### config.mk
export PLATFORM = sky130hd
export DESIGN_NAME = mem_access_unit
export DESIGN_NICKNAME = d
export VERILOG_FILES = /design/src/rtl/mem_access_unit.sv
export SDC_FILE = /design/constraint.sdc
export NUM_CORES = 1
export LEC_CHECK = 0
export CORE_ASPECT_RATIO = 1.5
export CORE_MARGIN = 5
export CORE_UTILIZATION = 39
export CTS_BUF_LIST = sky130_fd_sc_hd__clkbuf_4 sky130_fd_sc_hd__clkbuf_8 sky130_fd_sc_hd__clkbuf_16
export CTS_CLUSTER_SIZE = 14
export DETAILED_ROUTE_END_ITERATION = 12
export GPL_ROUTABILITY_DRIVEN = 0
export PLACE_DENSITY = 0.76
export SETUP_SLACK_MARGIN = 0.1
export SYNTH_ARGS = -nofsm -noshare
export SYNTH_HDL_FRONTEND = slang
export SYNTH_SLANG_ARGS = --single-unit
### constraint.sdc
create_clock -name clk -period 1.5 [get_ports clk]
set_input_delay 0.225 -clock clk [delete_from_list [all_inputs] [get_ports clk]]
set_output_delay 0.225 -clock clk [all_outputs]
set_load 0.01 [all_outputs]
### src/rtl/mem_access_unit.sv
// Data-memory access stage: one load/store per request over a req/ack bus.
// Optional MISALIGN_TRAP_EN traps misaligned half/word accesses.
module mem_access_unit #(
  parameter int TIMEOUT_CYCLES = 255,
  parameter int CNT_W          = 8
) (
  input  logic        clk,
  input  logic        rst_n,
  input  logic        mem_valid,
  input  logic        mem_is_load,
  input  logic        mem_is_store,
  input  logic [2:0]  mem_funct3,
  input  logic [31:0] mem_addr,
  input  logic [31:0] mem_wdata,
  output logic        stall,
  output logic        mem_done,
  output logic        mem_err,
`ifdef MISALIGN_TRAP_EN
  output logic        misalign,
`endif
  output logic [31:0] rdata_word,
  output logic [1:0]  byte_off,
  output logic [2:0]  load_sel,
  output logic        bus_req,
  output logic        bus_we,
  output logic [31:0] bus_addr,
  output logic [3:0]  bus_be,
  output logic [31:0] bus_wdata,
  input  logic        bus_ack,
  input  logic [31:0] bus_rdata
);

  typedef enum logic [1:0] {
    IDLE,
    REQ,
    DONE
  } state_t;

  localparam logic [CNT_W-1:0] TMAX =
    CNT_W'(TIMEOUT_CYCLES - 1);

  state_t            state;
  state_t            state_nx;
  logic [CNT_W-1:0]  cnt;
  logic              err_q;
  logic              we_q;
  logic [31:0]       addr_q;
  logic [3:0]        be_q;
  logic [31:0]       wd_q;
  logic [31:0]       rdata_q;
  logic [1:0]        off_q;
  logic [2:0]        sel_q;
  logic              accept;
  logic              f3_bad;
  logic              mis_chk;
  logic              skip;
  logic              timeout;
  logic              is_sb;
  logic              is_sh;
  logic [3:0]        be_nx;
  logic [31:0]       wd_nx;

  assign accept = (state == IDLE) && mem_valid
                && (mem_is_load || mem_is_store);

  assign f3_bad = mem_is_load
    ? ((mem_funct3[1:0] == 2'b11) || (mem_funct3 == 3'd6))
    : (mem_funct3[2] || (mem_funct3[1:0] == 2'b11));

`ifdef MISALIGN_TRAP_EN
  logic mis_q;
  assign mis_chk = !f3_bad && (
    ((mem_funct3[1:0] == 2'b01) && mem_addr[0]) ||
    ((mem_funct3[1:0] == 2'b10) && (mem_addr[1:0] != 2'b00)));
  assign misalign = (state == DONE) && mis_q;
`else
  assign mis_chk = 1'b0;
`endif

  assign skip = f3_bad || mis_chk;

  assign timeout = (TIMEOUT_CYCLES != 0)
                 && (cnt == TMAX) && !bus_ack;

  assign is_sb = mem_is_store && (mem_funct3[1:0] == 2'b00);
  assign is_sh = mem_is_store && (mem_funct3[1:0] == 2'b01);

  // Place store data on the byte lanes selected by size and offset.
  always_comb begin
    be_nx = 4'b1111;
    wd_nx = mem_wdata;
    unique case (1'b1)
      is_sb: begin
        be_nx = 4'b0001 << mem_addr[1:0];
        wd_nx = {4{mem_wdata[7:0]}};
      end
      is_sh: begin
        be_nx = mem_addr[1] ? 4'b1100 : 4'b0011;
        wd_nx = {2{mem_wdata[15:0]}};
      end
      default: ;
    endcase
  end

  // Next-state and pipeline stall.
  always_comb begin
    state_nx = state;
    stall    = 1'b0;
    case (state)
      IDLE: begin
        if (accept) begin
          stall    = 1'b1;
          state_nx = skip ? DONE : REQ;
        end
      end
      REQ: begin
        stall = 1'b1;
        if (bus_ack || timeout) state_nx = DONE;
      end
      DONE:    state_nx = IDLE;
      default: state_nx = IDLE;
    endcase
  end

  // State register.
  always_ff @(posedge clk or negedge rst_n) begin
    if (!rst_n) state <= IDLE;
    else        state <= state_nx;
  end

  // Request latches, timeout counter and captured read data.
  always_ff @(posedge clk or negedge rst_n) begin
    if (!rst_n) begin
      cnt     <= '0;
      err_q   <= 1'b0;
      we_q    <= 1'b0;
      addr_q  <= '0;
      be_q    <= '0;
      wd_q    <= '0;
      rdata_q <= '0;
      off_q   <= '0;
      sel_q   <= '0;
`ifdef MISALIGN_TRAP_EN
      mis_q   <= 1'b0;
`endif
    end else if (accept) begin
      cnt     <= '0;
      err_q   <= skip;
      we_q    <= mem_is_store;
      addr_q  <= {mem_addr[31:2], 2'b00};
      be_q    <= be_nx;
      wd_q    <= wd_nx;
      off_q   <= mem_addr[1:0];
      sel_q   <= mem_funct3;
`ifdef MISALIGN_TRAP_EN
      mis_q   <= mis_chk;
`endif
    end else if (state == REQ) begin
      if (bus_ack) begin
        if (!we_q) rdata_q <= bus_rdata;
      end else if (timeout) begin
        rdata_q <= '0;
        err_q   <= 1'b1;
      end else begin
        cnt <= cnt + 1'b1;
      end
    end
  end

  assign bus_req    = (state == REQ);
  assign mem_done   = (state == DONE);
  assign mem_err    = (state == DONE) && err_q;
  assign bus_we     = we_q;
  assign bus_addr   = addr_q;
  assign bus_be     = be_q;
  assign bus_wdata  = wd_q;
  assign rdata_word = rdata_q;
  assign byte_off   = off_q;
  assign load_sel   = sel_q;

endmodule

# Yosys cells after proc, flatten, opt, wreduce, memory -nomap -nowiden
# Cells that the tools add are included.
[totals]
latch_bits = 0
output_inout_bits = 110
rom_bits = 0
ff_bits = 115
ram_bits = 0
input_bits = 105
word_cells = 65
memories = 0
[classes]
div_mod_pow = 0
n_reduce_logical = 20
addsub = 1
multipliers = 0
n_shift = 1
n_lt_le_gt_ge = 0
n_eq_ne = 11
bitwise_logic = 1
n_mux = 21
[op_table]
columns = ["op", "n"]
rows = [
  ["32-bit two-way mux", 3],
  ["32-bit case mux with 2 select lines", 1],
  ["8-bit two-way mux", 4],
  ["8-bit by 1-bit adder with 8-bit output (second input constant)", 1],
  ["8-bit == test (second input constant)", 1],
  ["4-bit case mux with 2 select lines", 1],
  ["1-bit logical AND", 6],
  ["1-bit two-way mux", 6],
  ["2-bit two-way mux", 3],
  ["2-bit inequality test (second input constant)", 3],
  ["3-bit AND reduction", 2],
  ["2-bit nonzero test", 3],
  ["2-bit by 1-bit == test with 1-bit output (second input constant)", 2],
  ["2-bit == test (second input constant)", 2],
  ["2-bit logical NOT", 2],
  ["1-bit logical OR", 4],
  ["4-bit two-way mux", 1],
  ["2-bit by 1-bit inequality test with 1-bit output (second input constant)", 2],
  ["2-bit case mux with 2 select lines", 1],
  ["4-bit AND reduction", 1],
  ["1-bit by 2-bit left shift with 4-bit output (first input constant)", 1],
  ["3-bit == test (second input constant)", 1],
  ["1-bit case mux with 2 select lines", 1],
  ["2-bit AND reduction", 1],
  ["other kinds (2)", 2],
]

# Depth between registers and ports, before layout
[logic_depth]
ltp_word = 6
depth_mapped = 6
depth_no_buf = 5

# Worst setup path after synthesis
# No wires, ideal clock.
[synth_path]
path_kind = "reg-to-reg"
from = "register cnt[0]"
to = "register cnt[5]"
required_time_ps = 1421
setup_time_ps = 79
period_less_slack_ps = 1563
path_stages_with_launch = 6
path_slack_ps = -63
arrival_time_ps = 1483
cell_sequence = "dfrtp_1 inv_1 ha_1 and3_1 a2111oi_0 mux2i_1"
[synth_via]
elab_chain_cells = 5
[synth_rtl]
columns = ["element", "line", "rtl"]
rows = [
  ["start, declared", "44", "logic [CNT_W-1:0] cnt;"],
  ["start signal, assigned", "165", "cnt <= cnt + 1'b1;"],
  ["8-bit by 1-bit adder with 8-bit output", "165", ""],
  ["8-bit two-way mux", "161", "end else if (timeout) begin"],
  ["8-bit two-way mux", "159", "if (bus_ack) begin"],
  ["8-bit two-way mux", "158", "end else if (state == REQ) begin"],
  ["8-bit two-way mux", "146", "end else if (accept) begin"],
]
# Several ways; a longest one is shown, not always the timed one. The select of a mux whose other input is x is not followed.
# A chain may end at the register's enable or synchronous reset.

# Worst setup path after layout
[layout_path]
from = "register state[0]"
to = "register addr_q[10], in the netlist bus_addr[10]"
[layout_via]
elab_chain_cells = 3
[layout_rtl]
columns = ["element", "line", "rtl"]
rows = [
  ["start, declared", "42", "state_t state;"],
  ["start signal, assigned", "128", "else state <= state_nx;"],
  ["2-bit logical NOT", "63", "assign accept = (state == IDLE) && mem_valid"],
  ["1-bit logical AND", "63", ""],
  ["1-bit logical AND", "64", "&& (mem_is_load || mem_is_store);"],
  ["end signal, assigned", "150", "addr_q <= {mem_addr[31:2], 2'b00};"],
  ["end, declared", "47", "logic [31:0] addr_q;"],
]
# Every way passes these cells.

==> results.tsv <==
metric	value	unit
pwr-share-seq	0.350	
crit_required	1.79	ns
fin_hold_ws	0.426	ns
multi_input_area	2620	um2
critPathKind	reg2reg	
routed_wl	18.1	mm
first_pass_iters	4	
grt_pass1_vias	4771	
htreeDepth	4	
crit_family	flip-flops	
ys_seq_area_frac	0.558	
fill_cells	961	
fmax	0.611	GHz
final_nets	787	
die_x	104	um
synth_area_leaders	dfrtp_1 56%, mux2_2 11%, a221o_1 6.2%, mux2i_1 6.0%, o21ai_0 6.0%	
switching_share	0.321	
ys_top_cells_by_count	115 x dfrtp_1, 62 x o21ai_0, 52 x mux2_2	
comb_power_share	0.346	
arrival	1.92	ns
peakVddDrop	0.832	mV
fp.coreArea	13000	um2
p_int	8.36	mW
maxCapViolCount	0	
report.final.slew_viol_count	0	
synth.avg_cell_area	12.7	um2
crit_slowest_cell	dfrtp_2	
ys_ff_latch	115	
totalPowerFinal	12.3	mW
timing.slew.headroom	0.566	
setup_viol	74	
cts_tree	yes	
hold_violations	0	
synthArstFlopShare	1.00	
antenna_found_initial	0	
dp_hpwl	11.2	mm
syn2layout_area_growth	73.1	%
rows	51	
drive_above_1_share	0.302	
slowest_delay	0.45	ns
portBuffers	212	
viasPerCell	5.36	
synth_area	5150	um2
fin_crit_sh	1.09	
clk_pin_slew_worst_paths	0.06	ns
p_sw	3.95	mW
synth-edff-count	0	
syn_inst	407	
worstSkewPairLatency	0.41	ns
path_cells	or2_4 -> nor2_4 -> buf_12 -> clkbuf_16 -> mux2_4	
initial_core_util	0.398	
n_antenna_cell	0	
cellPowerDensity	1380	nW/um2
clk_path_buf_depth	2	
ys_types	41	
pin_count	215	
vias	4567	
post_drt_wl_per_cell	21.2	um
synth_most_common_cell	dfrtp_1	
cts_sinks	115	
cts_buffers	17	
violations	setup timing	
die_y	151	um
worst_pin_slew	0.652	ns
p_leak	3.74	nW
top_layer	met4	
grt_max_degree	116	
status	finished, violations left	
post-synth-top-area-fraction	0.558	
route.layer.met1.wl	6.73	mm
start_kind	flop	
grt_use_total	0.208	
grt_pass1_wl	26.0	mm
clockPowerShare	0.304	
fin_util	0.689	
seq_area	2880	um2
ant_nets	0	
dieArea	15700	um2
yosys_warnings	0	
skew	0.0111	ns
cp-end-kind	flop	
clockRootBuffer	clkbuf_16	
hold_path_class	in2async	
fin_area	8920	um2
overflow	0	
synth_top_cell_by_area	dfrtp_1	
critPathBufInv	2	
drc	0	
layout_setup_ws	-0.137	ns
path_max_fanout	8	
ys.flop_type	dfrtp_1	
drtIter0Drc	195	
placed_area	7770	um2
period_needed	1.64	ns
wl_met3	906	um
dr_wl_met2	9.92	mm
rsz0062_at_grt	yes	
## worst register-to-register path, delay by kind of cell (launching register included)
| kind | cells | cell delay (ns) |
|---|---|---|
| AND/OR/NAND/NOR | 2 | 0.43 |
| buffers and inverters | 2 | 0.34 |
| multiplexers | 1 | 0.31 |
| flip-flops | 1 | 0.45 |
## power groups by stage
stage	combinational (mW)	clock, mW	sequential, mW
3_5_place_dp	4.01	0	4.35
2_1_floorplan	1.29	0	4.65
6_report	4.26	3.74	4.31
5_1_grt	4.53	3.93	4.42
3_3_place_gp	3.92	0	4.32
4_1_cts	3.62	3.79	4.28
## per-stage QoR
stage | setup TNS [ns] | std cells | worst slack [ns]
floorplan | -1.77 | 408 | -0.0538
global placement | -38.31 | 794 | -0.488
detailed placement | -43.10 | 794 | -0.529
CTS | -6.73 | 835 | -0.123
global route | -10.12 | 852 | -0.164
finish | -6.85 | 852 | -0.137
## sequential cells by signal, summed over array words and instances, names as in the netlist, 2 cells and up
| signal | count |
|---|---|
| bus_addr | 30 |
| bus_be | 4 |
| bus_wdata | 32 |
| byte_off | 2 |
| cnt | 8 |
| load_sel | 3 |
| rdata_word | 32 |
| state | 2 |
## layer usage
layer / track usage / vias to the layer above
met4: 0.0868 / 0
met1: 0.235 / 2286
met3: 0.0516 / 36
met2: 0.376 / 169
li1: - / 2076
met5: 0 / -
## path summary, 6_finish.rpt
check	startpoint	to	slack [ns]	cells after the start
setup / recovery	state[0]	bus_addr[10]	-0.14	5
hold / removal	rst_n	bus_addr[24]	0.43	3
setup reg to reg	state[0]	bus_addr[10]	-0.14	5
hold reg to reg	bus_wdata[9]	bus_wdata[9]	0.48	2
max in group asynchronous	rst_n	state[0]	0.54	3
min in group clk	bus_rdata[4]	rdata_word[4]	0.43	2
## final cells by class
class / count / area share
sequential: 115 / 0.323
timing repair buffer: 272 / 0.297
multi-input combinational: 268 / 0.294
clock buffer: 17 / 0.0477
tap: 159 / 0.0223
clock inverter: 15 / 0.0137
inverter: 6 / 0.00280
## cells by family (layout without fill, tap and decap cells)
family	count (synthesis)	in the layout	synth area share
simple gates	59	66	0.0743
other cells	1	2	0.000728
mux	87	87	0.183
flops	115	115	0.558
compound gates	108	111	0.143
fa+ha+maj	2	2	0.00485
buf+inv	35	310	0.0359
## placed cells by master, fill, tap and decap left out, types with 2 or more instances in the layout
master and count:
nand4_1 3, clkinvlp_4 4, o21bai_1 2, conb_1 2
and3_4 2, dlygate4sd2_1 104, clkinv_4 3, and2_1 34
o211ai_1 3, o21ai_2 19, a221o_1 32, buf_12 8
inv_1 5, o21ai_1 13, and3_1 2, mux2i_4 2
nor2b_4 2, a31oi_4 4, dfrtp_1 114, o21ai_0 30
mux2_4 40, buf_6 16, mux2_2 16, inv_6 7
mux2i_1 28, buf_4 36, clkdlybuf4s50_1 103, or2_4 9
clkbuf_16 20, o21ai_4 2
## what timing repair did
action,CTS,global route
cloned,5,9
setup buffers,3,9
endpoints found under the setup margin,222,119
resized for setup,138,134
hold endpoints to repair,115,0
pin swaps,10,22
hold buffers,1,0
Power figures use the tool's default switching activity.
